### src/rtl/muldiv_seq.sv
// Sequential multiply/divide unit: one shift-add or restoring shift-subtract step per cycle.
// Fixed latency for every op; hi/lo/div_zero only change when an operation completes.
//
// state | meaning
// IDLE  | waiting for start
// CALC  | WIDTH iteration steps on operand magnitudes
// FIX   | sign correction, result registers written
// DONE  | one-cycle done pulse
module muldiv_seq #(
  parameter int WIDTH = 32,
  parameter int CNT_W = 6
) (
  input  logic             clk,
  input  logic             rst_n,
  input  logic             start,
  input  logic [1:0]       op,
  input  logic             flush,
  input  logic [WIDTH-1:0] a,
  input  logic [WIDTH-1:0] b,
  output logic             busy,
  output logic             done,
  output logic [WIDTH-1:0] hi,
  output logic [WIDTH-1:0] lo,
  output logic             div_zero
);

  typedef enum logic [1:0] {S_IDLE, S_CALC, S_FIX, S_DONE} state_t;

  state_t             state, state_nxt;
  logic [CNT_W-1:0]   cnt;
  logic               is_div, neg_lo, neg_hi, dz_op;
  logic [WIDTH-1:0]   acc_hi, acc_lo, opnd;

  logic               accept, sign_a, sign_b;
  logic [WIDTH-1:0]   a_mag, b_mag;
  logic [WIDTH:0]     mul_sum, rem_sh;
  logic [WIDTH-1:0]   rem_diff;
  logic               rem_ge;
  logic [WIDTH-1:0]   nxt_hi, nxt_lo;
  logic [2*WIDTH-1:0] prod, prod_fix;
  logic [WIDTH-1:0]   res_hi, res_lo;

  assign accept = (state == S_IDLE) && start && !flush;
  assign sign_a = op[0] && a[WIDTH-1];
  assign sign_b = op[0] && b[WIDTH-1];
  assign a_mag  = sign_a ? -a : a;
  assign b_mag  = sign_b ? -b : b;

  // State register
  always_ff @(posedge clk or negedge rst_n) begin
    if (!rst_n) state <= S_IDLE;
    else        state <= state_nxt;
  end

  // Next-state logic; flush wins over everything, including a same-cycle start
  always_comb begin
    state_nxt = state;
    if (flush) begin
      state_nxt = S_IDLE;
    end else begin
      case (state)
        S_IDLE: if (start) state_nxt = S_CALC;
        S_CALC: if (cnt == CNT_W'(1)) state_nxt = S_FIX;
        S_FIX:  state_nxt = S_DONE;
        S_DONE: state_nxt = S_IDLE;
        default: state_nxt = S_IDLE;
      endcase
    end
  end

  // Outputs decoded from state
  always_comb begin
    busy = 1'b0;
    done = 1'b0;
    case (state)
      S_CALC, S_FIX: busy = 1'b1;
      S_DONE:        done = 1'b1;
      default: ;
    endcase
  end

  always_ff @(posedge clk or negedge rst_n) begin
    if (!rst_n)                  cnt <= '0;
    else if (accept)             cnt <= CNT_W'(WIDTH);
    else if (state == S_CALC)    cnt <= cnt - CNT_W'(1);
  end

  // Multiply: acc_lo holds |a| and is shifted out LSB-first while partial sums enter from the top.
  // Divide: acc_lo holds |a| shifting out MSB-first into the remainder, quotient bits shift in.
  always_comb begin
    mul_sum  = {1'b0, acc_hi} + (acc_lo[0] ? {1'b0, opnd} : '0);
    rem_sh   = {acc_hi, acc_lo[WIDTH-1]};
    rem_ge   = rem_sh >= {1'b0, opnd};
    rem_diff = rem_sh[WIDTH-1:0] - opnd;
    if (is_div) begin
      nxt_hi = rem_ge ? rem_diff : rem_sh[WIDTH-1:0];
      nxt_lo = {acc_lo[WIDTH-2:0], rem_ge};
    end else begin
      nxt_hi = mul_sum[WIDTH:1];
      nxt_lo = {mul_sum[0], acc_lo[WIDTH-1:1]};
    end
  end

  always_ff @(posedge clk or negedge rst_n) begin
    if (!rst_n) begin
      is_div <= 1'b0;
      neg_lo <= 1'b0;
      neg_hi <= 1'b0;
      dz_op  <= 1'b0;
      acc_hi <= '0;
      acc_lo <= '0;
      opnd   <= '0;
    end else if (accept) begin
      is_div <= op[1];
      neg_lo <= sign_a ^ sign_b;
      neg_hi <= op[1] ? sign_a : (sign_a ^ sign_b);
      dz_op  <= op[1] && (b == '0);
      acc_hi <= '0;
      acc_lo <= a_mag;
      opnd   <= b_mag;
    end else if (state == S_CALC) begin
      acc_hi <= nxt_hi;
      acc_lo <= nxt_lo;
    end
  end

  // With b==0 the remainder path ends holding |a|; signing it by a's sign reproduces a exactly.
  always_comb begin
    prod     = {acc_hi, acc_lo};
    prod_fix = neg_lo ? -prod : prod;
    if (is_div) begin
      res_lo = dz_op ? '1 : (neg_lo ? -acc_lo : acc_lo);
      res_hi = neg_hi ? -acc_hi : acc_hi;
    end else begin
      res_hi = prod_fix[2*WIDTH-1:WIDTH];
      res_lo = prod_fix[WIDTH-1:0];
    end
  end

  always_ff @(posedge clk or negedge rst_n) begin
    if (!rst_n) begin
      hi       <= '0;
      lo       <= '0;
      div_zero <= 1'b0;
    end else if (state == S_FIX && !flush) begin
      hi       <= res_hi;
      lo       <= res_lo;
      div_zero <= dz_op;
    end
  end

endmodule

### config.mk
export PLATFORM = sky130hd
export DESIGN_NAME = muldiv_seq
export DESIGN_NICKNAME = d
export VERILOG_FILES = /design/src/rtl/muldiv_seq.sv
export SDC_FILE = /design/constraint.sdc
export NUM_CORES = 1
export LEC_CHECK = 0
export ABC_AREA = 1
export BUFFER_PORTS_ARGS = -buffer_cell sky130_fd_sc_hd__buf_2
export CAP_MARGIN = 20
export CORE_ASPECT_RATIO = 0.6
export CORE_MARGIN = 2
export CORE_UTILIZATION = 41
export DETAILED_ROUTE_END_ITERATION = 8
export GPL_ROUTABILITY_DRIVEN = 0
export GPL_TIMING_DRIVEN = 0
export PLACE_DENSITY = 0.6
export SYNTH_ARGS = -nofsm -noshare
export SYNTH_HDL_FRONTEND = slang
export SYNTH_SLANG_ARGS = --single-unit
### constraint.sdc
create_clock -name clk -period 5.7 [get_ports clk]
set_input_delay 0.57 -clock clk [delete_from_list [all_inputs] [get_ports clk]]
set_output_delay 0.57 -clock clk [all_outputs]
set_load 0.1 [all_outputs]
==> run metrics <==
drt total wl=76.8 mm; vias in the first global route=18304; RSZ-0062 raised after global routing=false; highest-count cells in the layout ignoring fill and taps=918 x nand2_1, 421 x inv_1, 295 x nand3_1; Synth Area per Inst=about 5.9 sq um; Slew Viols, Final=0; cell count after synthesis=2914; I/O pins=137; die span in y=163 um; global-route wire length before repair=approximately 110 mm; clk_lat worst skew=480 ps; Synth Register Bits=roughly 170; Layout fillers=4592; period utilization=a little under three fifths; Max Clk Rate=between 0.3 and 0.4 GHz; Req. time, crit path=6060 ps; Initial DRC Count=3038; multi-input combinational cell area=between 10000 and 15000 sq um; Starting Density=41.3%; commonest non-fill, non-tap cell in the layout=nand2_1; skew final=25.4 ps; synth warn=0; synth unique cells=55; antenna-violating nets left=0; CTS Root Cell=clkbuf_16; Core ar.=about 42000 sq um; Setup crit end kind=flop; Register Area=4330 sq um; startpoint types=flop; dpl cells=3621; status=completed; Nets=3216; count of flip-flops with a built-in enable after synthesis=0; Max-Cap Viols=0; total number of vias=20920; CTS Buffer Depth=2; DRC errors left=0; # hold bufs at CTS=0; worst setup path class=flop to flop; Syn Nets=roughly 3000; final cell count without fillers=between 3000 and 4000; Fin Setup TNS=0 ps; port bufs=136; wire per inst=21.0 um; H-tree depth=4; share of layout cells above drive strength 1=8.04%; initial antenna violation count=1; Final min period=3280 ps; crit-path max FO=10; Placed Area=18600 sq um; CTS tree=done; Crit Reg-Reg Startpoint=acc_lo[0]; All-Layer GR Usage=between 30% and 40%; Synth async-reset ratio=100%; Die Wd=268 um; grt ovf=0; CTS Buf Count=17; area delta synth->final=11.8%; sequential cell area fraction in the yosys report=25.2%; final number of setup-violating endpoints=0; Worst-path clk slew=around 80 ps; synthesized area=17200 sq um; Arr. time, crit path=3640 ps; CP startpoint=acc_lo[0]; ANT cells=0; post-detail-place hpwl=62.7 mm; max_slew headroom=24.8%; Top FF cell, synth=dfrtp_1; Hold WC Path Type=input port to async pin; final hold vios=0; post-CTS setup buffer count=0; die area=43700 sq um; TritonRoute pass-1 iters=6; Post-CTS Resized=0; worst slew pin tran=1130 ps; vias per cell=about 5.7; fin util=46.2%; Sink Count=between 150 and 200; post-route cell area=19200 sq um; largest net degree at the start of global routing=~120; placement row count=58
sequential cells by signal, indices dropped and copies added (netlist names), 2 cells and up:
| name | count |
|---|---|
| hi | 32 |
| cnt | 6 |
| state | 2 |
| lo | 32 |
| opnd | 32 |
| acc_lo | 32 |
| acc_hi | 32 |
routing by layer:
layer | part of all wire (%) | up-vias | GRT usage, %
li1 | - | 9666 | -
met2 | 34 | 1447 | 41.6
met3 | 18 | 92 | 15.9
met4 | 1.7 | 2 | 6.57
met5 | 0.017 | - | 0
met1 | 46 | 9713 | 55.3
layout make-up:
class,count,share of cell area [%]
Sequential cell,173,22.5
Clock inverter,12,0.840
Buffer,83,1.87
Tap cell,570,3.71
Clock buffer,20,2.27
Inverter,443,8.65
Timing Repair Buffer,137,3.74
Multi-Input combinational cell,2215,56.4
worst max-delay path: stages, from the launching register on:
cell and delay [ps]:
dfrtp_1 350, buf_2 200, clkbuf_1 230, nand2_1 110, inv_1 60, ha_1 360, nand2_1 120, nor2_1 350
nand3_1 280, nand2_1 180, nand2_1 80, nand2_1 100, nand2_1 80, nand3_1 90, nand2_1 50, nor2_1 280
nor2_1 120, nand2_1 100, nand2_1 40
stage by stage:
stage	setup slack (ps)	hold slack, ps
detailed placement	2680	463
floorplan	3480	274
CTS	2670	54.6
global placement	1070	459
finish	2420	38.6
global route	2210	79.0
cells in the mapped netlist (7+ instances only):
cell type | number | area share, %
inv_1 | 421 | 9.2
xnor2_1 | 14 | 0.71
buf_2 | 11 | 0.32
or2_2 | 9 | 0.33
buf_1 | 18 | 0.39
nor3_1 | 37 | 1.1
ha_1 | 74 | 5.4
clkbuf_1 | 49 | 1.1
o21ai_0 | 197 | 5.7
inv_2 | 17 | 0.37
o22ai_1 | 9 | 0.33
nand2_1 | 918 | 20
nand3b_1 | 16 | 0.70
xor2_1 | 37 | 1.9
a22oi_1 | 18 | 0.79
nor2_1 | 283 | 6.2
dfrtp_1 | 173 | 25
nand3_1 | 295 | 8.6
o21bai_1 | 14 | 0.61
o21ai_1 | 23 | 0.67
a31oi_1 | 24 | 0.87
a21oi_1 | 119 | 3.5
o211ai_1 | 11 | 0.48
nor2_2 | 13 | 0.47
nand4_1 | 46 | 1.7
nand2_2 | 7 | 0.25
logic make-up (layout without fill, tap and decap cells):
| kind of cell | after synthesis | count (layout) | share of synthesized area (%) |
|---|---|---|---|
| AOI/OAI and AO/OA | 438 | 438 | 14.1 |
| xor gates and xnor gates | 51 | 51 | 2.60 |
| adders and majority gates | 76 | 76 | 5.62 |
| buffers and inverters | 526 | 695 | 11.8 |
| DFF | 173 | 173 | 25.2 |
| and+or+nand+nor | 1650 | 1650 | 40.7 |
final timing paths:
check                             end  slack (ps)  cells after the start
setup / recovery           acc_hi[26]        2420                     18
hold / removal                 hi[29]          40                      1
setup reg to reg           acc_hi[26]        2420                     18
hold reg to reg                hi[26]         480                      2
max in group asynchronous    opnd[15]        4700                      2
min in group clk             state[1]         400                      4
Power is left out: the tool's default activity adds up to more than one toggle a clock period on the data nets, which glitch-free logic cannot reach.
